$ cat config.mk
export PLATFORM = sky130hd
export DESIGN_NAME = cp0_intc_flat
export DESIGN_NICKNAME = d
export VERILOG_FILES = /design/src/rtl/cp0_intc_if.sv /design/src/rtl/cp0_intc.sv /design/src/flat_wrapper.sv
export SDC_FILE = /design/constraint.sdc
export NUM_CORES = 1
export LEC_CHECK = 0
export CAP_MARGIN = 20
export CORE_MARGIN = 4
export CORE_UTILIZATION = 45
export DETAILED_ROUTE_END_ITERATION = 8
export PLACE_DENSITY = 0.91
export SYNTH_ARGS = -nofsm -noshare
export SYNTH_HDL_FRONTEND = slang
export SYNTH_SLANG_ARGS = --single-unit
$ cat constraint.sdc
create_clock -name clk -period 4.1 [get_ports clk]
set_input_delay 0.82 -clock clk [delete_from_list [all_inputs] [get_ports clk]]
set_output_delay 0.82 -clock clk [all_outputs]
set_load 0.01 [all_outputs]
$ cat src/rtl/cp0_intc_if.sv
// Pipeline-facing bundle of the cp0_intc coprocessor 0 block.
// The slave modport is the coprocessor side and the master modport is the pipeline side.
interface cp0_intc_if #(
    parameter int NUM_IRQ = 6
);
    logic [NUM_IRQ-1:0] irq_in;
    logic               exc_valid;
    logic [4:0]         exc_code;
    logic [31:0]        pc_ex;
    logic               pc_ex_valid;
    logic               eret;
    logic               write_c0;
    logic [4:0]         c0_waddr;
    logic [31:0]        c0_wdata;
    logic [4:0]         c0_raddr;
    logic [31:0]        c0_rdata;
    logic               take_exc;
    logic               take_eret;
    logic [31:0]        redirect_pc;
    logic               kernel_mode;

    modport slave (
        input  irq_in, exc_valid, exc_code, pc_ex, pc_ex_valid, eret,
        input  write_c0, c0_waddr, c0_wdata, c0_raddr,
        output c0_rdata, take_exc, take_eret, redirect_pc, kernel_mode
    );

    modport master (
        output irq_in, exc_valid, exc_code, pc_ex, pc_ex_valid, eret,
        output write_c0, c0_waddr, c0_wdata, c0_raddr,
        input  c0_rdata, take_exc, take_eret, redirect_pc, kernel_mode
    );
endinterface

$ cat src/rtl/cp0_intc.sv
// Coprocessor 0 with Status/Cause/EPC, N maskable interrupts, exception priority and ERET.
// Define CP0_TIMER_EN to add the Count/Compare timer that drives Cause.TI.
module cp0_intc #(
    parameter int          NUM_IRQ     = 6,
    parameter logic [31:0] VECTOR_PC   = 32'h0000_0180,
    parameter int          SYNC_STAGES = 2
) (
    input logic       clk,
    input logic       reset,
    cp0_intc_if.slave bus
);
    localparam logic [4:0] ADDR_COUNT   = 5'd9;
    localparam logic [4:0] ADDR_COMPARE = 5'd11;
    localparam logic [4:0] ADDR_STATUS  = 5'd12;
    localparam logic [4:0] ADDR_CAUSE   = 5'd13;
    localparam logic [4:0] ADDR_EPC     = 5'd14;
    localparam logic [4:0] CODE_RI      = 5'd10;

    logic [SYNC_STAGES-1:0][NUM_IRQ-1:0] r_sync;
    logic                r_ie;
    logic                r_exl;
    logic [NUM_IRQ-1:0]  r_im;
    logic [4:0]          r_exc_code;
    logic [31:0]         r_epc;

    logic [NUM_IRQ-1:0]  w_ip;
    logic                w_ti;
    logic                w_timer_req;
    logic                w_eret_illegal;
    logic                w_sync_exc;
    logic                w_int_req;
    logic                w_take_exc;
    logic                w_take_eret;
    logic [4:0]          w_code;
    logic [31:0]         w_status;
    logic [31:0]         w_cause;
    logic [31:0]         w_rdata;

    always_ff @(posedge clk or negedge reset) begin
        if (!reset) begin
            r_sync <= '0;
        end else begin
            r_sync[0] <= bus.irq_in;
            for (int i = 1; i < SYNC_STAGES; i++) begin
                r_sync[i] <= r_sync[i-1];
            end
        end
    end

    assign w_ip = r_sync[SYNC_STAGES-1];

`ifdef CP0_TIMER_EN
    logic        r_im7;
    logic        r_ti;
    logic [31:0] r_count;
    logic [31:0] r_compare;

    // TI latches on a match and stays set until software rewrites Compare.
    always_ff @(posedge clk or negedge reset) begin
        if (!reset) begin
            r_count   <= '0;
            r_compare <= 32'hFFFF_FFFF;
            r_ti      <= 1'b0;
        end else begin
            if (bus.write_c0 && bus.c0_waddr == ADDR_COUNT) begin
                r_count <= bus.c0_wdata;
            end else begin
                r_count <= r_count + 32'd1;
            end
            if (bus.write_c0 && bus.c0_waddr == ADDR_COMPARE) begin
                r_compare <= bus.c0_wdata;
                r_ti      <= 1'b0;
            end else if (r_count == r_compare) begin
                r_ti <= 1'b1;
            end
        end
    end

    assign w_ti        = r_ti;
    assign w_timer_req = r_ti & r_im7;
`else
    assign w_ti        = 1'b0;
    assign w_timer_req = 1'b0;
`endif

    assign w_eret_illegal = bus.eret & ~r_exl;
    assign w_sync_exc     = bus.exc_valid | w_eret_illegal;
    assign w_int_req      = r_ie & ~r_exl & bus.pc_ex_valid & ((|(w_ip & r_im)) | w_timer_req);
    assign w_take_exc     = w_sync_exc | w_int_req;
    assign w_take_eret    = bus.eret & r_exl & ~w_take_exc;
    assign w_code         = bus.exc_valid ? bus.exc_code : (w_eret_illegal ? CODE_RI : 5'd0);

    // A flush in the same cycle squashes any mtc0 to Status or EPC.
    always_ff @(posedge clk or negedge reset) begin
        if (!reset) begin
            r_ie       <= 1'b0;
            r_exl      <= 1'b0;
            r_im       <= '0;
            r_exc_code <= '0;
            r_epc      <= '0;
`ifdef CP0_TIMER_EN
            r_im7      <= 1'b0;
`endif
        end else if (w_take_exc) begin
            r_exl      <= 1'b1;
            r_exc_code <= w_code;
            if (!r_exl) begin
                r_epc <= bus.pc_ex;
            end
        end else if (w_take_eret) begin
            r_exl <= 1'b0;
        end else if (bus.write_c0) begin
            if (bus.c0_waddr == ADDR_STATUS) begin
                r_ie  <= bus.c0_wdata[0];
                r_exl <= bus.c0_wdata[1];
                r_im  <= bus.c0_wdata[8 +: NUM_IRQ];
`ifdef CP0_TIMER_EN
                r_im7 <= bus.c0_wdata[15];
`endif
            end
            if (bus.c0_waddr == ADDR_EPC) begin
                r_epc <= bus.c0_wdata;
            end
        end
    end

    always_comb begin
        w_status              = '0;
        w_status[0]           = r_ie;
        w_status[1]           = r_exl;
        w_status[8 +: NUM_IRQ] = r_im;
`ifdef CP0_TIMER_EN
        w_status[15]          = r_im7;
`endif
    end

    always_comb begin
        w_cause               = '0;
        w_cause[6:2]          = r_exc_code;
        w_cause[8 +: NUM_IRQ] = w_ip;
        w_cause[15]           = w_ti;
    end

    always_comb begin
        w_rdata = '0;
        case (bus.c0_raddr)
            ADDR_STATUS:  w_rdata = w_status;
            ADDR_CAUSE:   w_rdata = w_cause;
            ADDR_EPC:     w_rdata = r_epc;
`ifdef CP0_TIMER_EN
            ADDR_COUNT:   w_rdata = r_count;
            ADDR_COMPARE: w_rdata = r_compare;
`endif
            default:      w_rdata = '0;
        endcase
    end

    assign bus.c0_rdata    = w_rdata;
    assign bus.take_exc    = w_take_exc;
    assign bus.take_eret   = w_take_eret;
    assign bus.redirect_pc = w_take_exc ? VECTOR_PC : (w_take_eret ? r_epc : 32'd0);
    assign bus.kernel_mode = r_exl;
endmodule

$ cat src/flat_wrapper.sv
// flat-port wrapper written by rule: the top's interface ports become plain ports
module cp0_intc_flat 
#(
    parameter int          NUM_IRQ     = 6,
    parameter logic [31:0] VECTOR_PC   = 32'h0000_0180,
    parameter int          SYNC_STAGES = 2
)
  (clk, reset, bus_irq_in, bus_exc_valid, bus_exc_code, bus_pc_ex, bus_pc_ex_valid, bus_eret, bus_write_c0, bus_c0_waddr, bus_c0_wdata, bus_c0_raddr, bus_c0_rdata, bus_take_exc, bus_take_eret, bus_redirect_pc, bus_kernel_mode);
  cp0_intc_if #(.NUM_IRQ(NUM_IRQ)) bus_i ();
  input logic clk;
  input logic reset;
  input wire logic [$bits(bus_i.irq_in)-1:0] bus_irq_in;
  input wire logic [$bits(bus_i.exc_valid)-1:0] bus_exc_valid;
  input wire logic [$bits(bus_i.exc_code)-1:0] bus_exc_code;
  input wire logic [$bits(bus_i.pc_ex)-1:0] bus_pc_ex;
  input wire logic [$bits(bus_i.pc_ex_valid)-1:0] bus_pc_ex_valid;
  input wire logic [$bits(bus_i.eret)-1:0] bus_eret;
  input wire logic [$bits(bus_i.write_c0)-1:0] bus_write_c0;
  input wire logic [$bits(bus_i.c0_waddr)-1:0] bus_c0_waddr;
  input wire logic [$bits(bus_i.c0_wdata)-1:0] bus_c0_wdata;
  input wire logic [$bits(bus_i.c0_raddr)-1:0] bus_c0_raddr;
  output wire logic [$bits(bus_i.c0_rdata)-1:0] bus_c0_rdata;
  output wire logic [$bits(bus_i.take_exc)-1:0] bus_take_exc;
  output wire logic [$bits(bus_i.take_eret)-1:0] bus_take_eret;
  output wire logic [$bits(bus_i.redirect_pc)-1:0] bus_redirect_pc;
  output wire logic [$bits(bus_i.kernel_mode)-1:0] bus_kernel_mode;
  assign bus_i.irq_in = bus_irq_in;
  assign bus_i.exc_valid = bus_exc_valid;
  assign bus_i.exc_code = bus_exc_code;
  assign bus_i.pc_ex = bus_pc_ex;
  assign bus_i.pc_ex_valid = bus_pc_ex_valid;
  assign bus_i.eret = bus_eret;
  assign bus_i.write_c0 = bus_write_c0;
  assign bus_i.c0_waddr = bus_c0_waddr;
  assign bus_i.c0_wdata = bus_c0_wdata;
  assign bus_i.c0_raddr = bus_c0_raddr;
  assign bus_c0_rdata = bus_i.c0_rdata;
  assign bus_take_exc = bus_i.take_exc;
  assign bus_take_eret = bus_i.take_eret;
  assign bus_redirect_pc = bus_i.redirect_pc;
  assign bus_kernel_mode = bus_i.kernel_mode;
  cp0_intc #(.NUM_IRQ(NUM_IRQ), .VECTOR_PC(VECTOR_PC), .SYNC_STAGES(SYNC_STAGES)) u_core (.clk(clk), .reset(reset), .bus(bus_i));
endmodule
==> results.sh, run 1 <==
export IMPL_outcome="finished clean"
export IMPL_die_height_um=95.52
export IMPL_final_nets=553
export IMPL_cts_max_path_buffers=2
export IMPL_rows=31
export IMPL_synth_area_leaders="dfrtp_1, a2bb2oi_2, mux2i_1, and2_1, or2_2"
export IMPL_place_congestion=0.7851
export IMPL_yosysMostFrequentCell="dfrtp_1"
export IMPL_fmax_mhz=266.8
export IMPL_regToRegSetupSlack_ps=1300
export IMPL_worst_ir_drop_vdd_mv=0.2192
export IMPL_seq_area_frac_synth_pct=41.38
export IMPL_dpl_instance_area_um2=5112
export IMPL_ant_nets=0
export IMPL_avgSynthCellArea_um2=11.16
export IMPL_syn_to_final_growth_pct=55.35
export IMPL_reg2reg_to="u_core.r_im[2]$_DFFE_PN0P_"
export IMPL_root_buffer="clkbuf_8"
export IMPL_finalHoldViolations=0
export IMPL_pwr_density_cell_nw_per_um2=343.2
export IMPL_cap_violations=0
export IMPL_hold_class="flip-flop to flip-flop"
export IMPL_ys_async_sr_fraction_pct=100.0
export IMPL_numClockSinks=57
export IMPL_antenna_found_initial=0
export IMPL_final_instance_count_excl_fill=566
export IMPL_netlist_area_leader_share_pct=41.38
export IMPL_grt_pass1_vias=3161
export IMPL_drv_slew=0
export IMPL_grt_pass1_wl_um=16200
export IMPL_first_iter_violations=66
export IMPL_holdPathStages=0
export IMPL_die_area_um2=9124
export IMPL_ys_warn_count=0
export IMPL_netlist_area_um2=3447
export IMPL_required_ps=3280
export IMPL_min_to="u_core.w_ip[2]$_DFF_PN0_"
export IMPL_ys_ff_latch=57
export IMPL_cts_setup_buffers=0
export IMPL_syn_instance_count=309
export IMPL_vias=2963
export IMPL_worstPathMaxFanout=8
export IMPL_clock_skew_ps=8.698
export IMPL_synth_nets=400
export IMPL_worst_hold_slack_ps=344.6
export IMPL_end_kind="output pin"
export IMPL_synthTopCellsByCount="dfrtp_1, and2_1, mux2i_1"
export IMPL_wl_per_cell_um=18.56
export IMPL_viasPerCell=5.235
export IMPL_pin_count=158
export IMPL_reg2regPathDepth=5
export IMPL_rsz0062_at_grt="no"
export IMPL_dpl_cell_count=550
export IMPL_tns_ps=0
export IMPL_yosys_most_used_dff="dfrtp_1"
export IMPL_dpl_hpwl_um=7741
export IMPL_drtPass1Iterations=4
export IMPL_synth_area_leader_cell="dfrtp_1"
export IMPL_critPathKind="primary input to output pin"
export IMPL_die_x_um=95.52
export IMPL_start_util_pct=47.02
export IMPL_slew_headroom_pct=55.76
export IMPL_numCtsBuffers=9
export IMPL_htree_levels=3
export IMPL_cp_arrival_ps=2930
export IMPL_worstSetupStartpointType="primary input"
export IMPL_core_area_um2=7331
export IMPL_synth_cell_types=32
export IMPL_timing_rr_start="u_core.r_im[4]$_DFFE_PN0P_"
export IMPL_wl_um=10510
export IMPL_setup_viol=0
export IMPL_finalInstanceArea_um2=5355
export IMPL_io_buffers=157
export IMPL_cts_clk_slew_worst_paths_ps=70
export IMPL_worst_pin_slew_ps=663.6
export IMPL_hp_start="u_core.r_sync[2]$_DFF_PN0_"
export IMPL_grt_overflow=0
export IMPL_grt_max_degree=35
export IMPL_fin_crit_sh_pct=91.42
export IMPL_nFillCells=496
export IMPL_drive_gt1_share_pct=21.20
export IMPL_leakage_nw=2.068
export IMPL_num_antenna_cells=0
export IMPL_final_core_util_pct=73.05
export IMPL_post_cts_resized=0
export IMPL_synth_edff_count=0
export IMPL_grt_usage_pct=23.35
export IMPL_cts_tree="built"
export IMPL_clk_latency_ps=340
export IMPL_drcViolationCount=0
export IMPL_finalCriticalPeriod_ps=3748
export IMPL_cts_hold_buf=0
-- final cells by class --
type	instances	area [um^2]	share of cell area, %
repair buffers	167	1654	30.89
flip-flops and latches	57	1426	26.64
clock inverters	7	118.9	2.220
inverters	2	7.507	0.1402
clock buffers	9	123.9	2.313
multi-input cells	225	1901	35.49
well taps	99	123.9	2.313
-- power breakdown --
part	leakage (nW)	switching [mW]	internal, mW
Sequential	0.643	0.0636	0.646
Combinational	1.31	0.182	0.298
Clock	0.115	0.244	0.403
-- logic make-up after synthesis --
kind of cell	share of synthesized area, %
compound gates	19.86
buf+inv	4.283
flops	41.38
simple gates	21.20
mux	13.28
-- cell usage in the layout, fill, tap and decap left out, drive strengths merged --
| cell | instances |
|---|---|
| clkdlybuf4s50 | 156 |
| dfrtp | 57 |
| and2 | 50 |
| mux2i | 39 |
| or2 | 32 |
| a2bb2oi | 32 |
| nand2 | 15 |
| a22o | 13 |
| buf | 11 |
| nor2b | 9 |
| clkbuf | 9 |
| o21ai | 8 |
| mux2 | 6 |
| nor2 | 4 |
| bufinv | 3 |
| or3 | 3 |
| nor4b | 2 |
| inv | 2 |
| o311ai | 2 |
| a21oi | 2 |
| nand3 | 2 |
| clkinvlp | 2 |
| clkinv | 2 |
| o21ba | 1 |
| and3b | 1 |
| and3 | 1 |
| nor4bb | 1 |
| nand3b | 1 |
| o21bai | 1 |
-- worst max-delay path by stage --
stage	startpoint	to	slack, ps	depth (start not counted)
6_report	bus_c0_raddr[3]	bus_c0_rdata[6]	350	6
5_1_grt	bus_c0_raddr[3]	bus_c0_rdata[4]	280	6
2_1_floorplan	bus_c0_raddr[0]	bus_c0_rdata[1]	1240	4
4_1_cts	bus_c0_raddr[2]	bus_c0_rdata[6]	390	6
3_5_place_dp	bus_c0_raddr[3]	bus_c0_rdata[3]	400	6
3_3_place_gp	bus_c0_raddr[2]	bus_c0_rdata[6]	410	6
-- sequential cells by signal, summed over array words and instances, names as in the netlist --
name	flops
u_core.bus.kernel_mode	1
u_core.r_epc	32
u_core.r_exc_code	5
u_core.r_ie	1
u_core.r_im	6
u_core.r_sync	6
u_core.w_ip	6
-- per-stage QoR --
stage,worst slack [ps],power [mW]
CTS,385.2,1.852
finish,351.9,1.838
global route,281.5,1.922
detailed placement,395.3,1.200
floorplan,1237,0.9655
global placement,407.0,1.178
-- worst max-delay path: stages --
cell	delay, ps
clkdlybuf4s50_1	470
nand2_1	70
or3_1	450
nor2_1	370
a22o_1	200
clkdlybuf4s50_1	540
-- per-layer routing --
metal | track usage, % | up-vias | wire [um]
met3 | 5.130 | 19 | 654
met5 | 0 | - | 0
met4 | 9.479 | 0 | 192
li1 | - | 1387 | -
met2 | 40.13 | 112 | 5296
met1 | 28.22 | 1445 | 4362
(Power assumes the default switching activity.)
==> inputs of run 2 (changes only) <==
--- a/config.mk
+++ b/config.mk
@@ -6,7 +6,6 @@
 export NUM_CORES = 1
 export LEC_CHECK = 0
 export CAP_MARGIN = 20
-export CORE_MARGIN = 4
 export CORE_UTILIZATION = 45
 export DETAILED_ROUTE_END_ITERATION = 8
 export PLACE_DENSITY = 0.91
==> results.sh, run 2 (synthesis gave the netlist of run 1 again) <==
export IMPL_path_cells="clkdlybuf4s50_1, nand2_1, or3_1, nor2_1, a22o_1, clkdlybuf4s50_1"
export IMPL_die_height_um=89.52
export IMPL_power_frac_seq_pct=41.7
export IMPL_finalCriticalPeriod_ps=3712
export IMPL_finalHoldViolations=0
export IMPL_core_area_um2=7331
export IMPL_nFillCells=512
export IMPL_numCtsBuffers=9
export IMPL_die_x_um=89.52
export IMPL_path_common_cell="clkdlybuf4s50_1"
export IMPL_slowest_delay_ps=540
export IMPL_fmax_mhz=269.4
export IMPL_clock_skew_ps=17.37
export IMPL_drv_slew=0
export IMPL_worst_ir_drop_vdd_mv=0.1927
export IMPL_worst_pin_slew_ps=986.1
export IMPL_drcViolationCount=0
export IMPL_largest_register="u_core.r_epc"
export IMPL_end_kind="output pin"
export IMPL_clk_latency_ps=340
export IMPL_grt_pass1_vias=3012
export IMPL_worstSetupStartpointType="primary input"
export IMPL_cp_arrival_ps=2890
export IMPL_tns_ps=0
export IMPL_layout_setup_ws_ps=387.6
export IMPL_vias=2957
export IMPL_leakage_nw=2.040
export IMPL_rows=31
export IMPL_grt_usage_pct=25.92
export IMPL_drtPass1Iterations=4
export IMPL_htree_levels=3
export IMPL_die_area_um2=8014
export IMPL_p_clk_share_pct=30.0
export IMPL_wl_um=9975
export IMPL_io_buffers=157
export IMPL_critPathKind="primary input to output pin"
export IMPL_cts_max_path_buffers=2
export IMPL_pwr_share_comb_pct=28.3
export IMPL_slew_headroom_pct=34.10
export IMPL_pwr_density_cell_nw_per_um2=322.2
export IMPL_antenna_found_initial=0
export IMPL_wl_per_cell_um=17.65
export IMPL_viasPerCell=5.234
export IMPL_hold_class="flip-flop to flip-flop"
export IMPL_p_int_mw=1.225
export IMPL_cts_tree="built"
export IMPL_layout_commonest_cell="clkdlybuf4s50_1"
export IMPL_rsz0062_at_grt="no"
export IMPL_grt_overflow=0
export IMPL_total_power_mw=1.705
export IMPL_cap_violations=0
export IMPL_num_antenna_cells=0
export IMPL_largest_register_ff_count=32
export IMPL_cts_hold_buf=0
export IMPL_outcome="finished clean"
export IMPL_fin_crit_sh_pct=90.55
export IMPL_start_util_pct=47.02
export IMPL_final_cell_mix="clkdlybuf4s50_1, dfrtp_1, and2_1, mux2i_1, or2_2"
export IMPL_power_switching_share_pct=28.17
export IMPL_dpl_worst_slack_ps=380.7
export IMPL_root_buffer="clkbuf_8"
export IMPL_numClockSinks=57
export IMPL_grt_pass1_wl_um=15210
export IMPL_crit_slowest_cell="clkdlybuf4s50_1"
export IMPL_cts_setup_buffers=0
export IMPL_grt_max_degree=44
export IMPL_dpl_hpwl_um=7324
export IMPL_cts_clk_slew_worst_paths_ps=70
export IMPL_final_nets=552
export IMPL_place_congestion=0.8407
export IMPL_required_ps=3280
export IMPL_post_cts_resized=0
export IMPL_setup_viol=0
export IMPL_switchingPower_mw=0.4804
export IMPL_pin_count=158
export IMPL_syn_to_final_growth_pct=53.54
export IMPL_drive_gt1_share_pct=20.60
export IMPL_ant_nets=0
export IMPL_worstPathMaxFanout=8
export IMPL_first_iter_violations=78
-- run 2: cell types whose count changed in the layout (fill, tap and decap cells not counted), sizes merged --
cell      change
clkinvlp      -1
clkbuf        +2
clkinv        +1
buf           -1
bufinv        -2
-- run 2: worst max-delay path: cells and delay by family --
family,cells,cell delay [ps]
AOI/OAI and AO/OA,1,220
and+or+nand+nor,3,860
buffers and inverters,2,1000
-- run 2: power by group through the flow --
stage	combinational [mW]	clock, mW	sequential, mW
final	0.482	0.512	0.711
after global routing	0.522	0.550	0.722
after CTS	0.488	0.521	0.709
after detailed placement	0.486	0	0.718
after global placement	0.467	0	0.713
after floorplan	0.275	0	0.690
-- run 2: through the flow --
step	area (um^2)	util [%]	instances	hold slack, ps
floorplan	3447	-	309	331.2
CTS	5293	72.20	565	340.4
global placement	5105	69.64	549	332.3
finish	5293	72.20	565	340.4
global route	5293	72.20	565	347.6
detailed placement	5105	69.64	549	335.5
-- run 2: layout make-up --
type	instances	area [um^2]	area share, %
clock inverter	5	56.30	1.064
inverter	2	7.507	0.1418
tap	99	123.9	2.340
multi-input combinational	225	1901	35.91
sequential	57	1426	26.95
clock buffer	11	131.4	2.482
timing repair buffer	166	1647	31.11
-- run 2: worst paths after layout --
kind / to / startpoint / slack (ps) / cells past startpoint
setup / recovery: bus_c0_rdata[4] / bus_c0_raddr[2] / 390 / 6
hold / removal: u_core.w_ip[2]$_DFF_PN0_ / u_core.r_sync[2]$_DFF_PN0_ / 340 / 0
setup reg to reg: u_core.r_im[4]$_DFFE_PN0P_ / u_core.r_im[3]$_DFFE_PN0P_ / 1400 / 5
hold reg to reg: u_core.w_ip[2]$_DFF_PN0_ / u_core.r_sync[2]$_DFF_PN0_ / 340 / 0
max in group asynchronous: u_core.r_epc[17]$_DFFE_PN0P_ / reset / 2660 / 2
min in group asynchronous: u_core.r_sync[4]$_DFF_PN0_ / reset / 640 / 1
-- run 2: metal layers --
| metal | vias up | share of wire, % | track usage [%] |
|---|---|---|---|
| met5 | - | 0 | 0 |
| met2 | 124 | 51 | 45.18 |
| met1 | 1439 | 42 | 31.42 |
| li1 | 1382 | - | - |
| met4 | 0 | 1.5 | 10.82 |
| met3 | 12 | 5.6 | 4.986 |
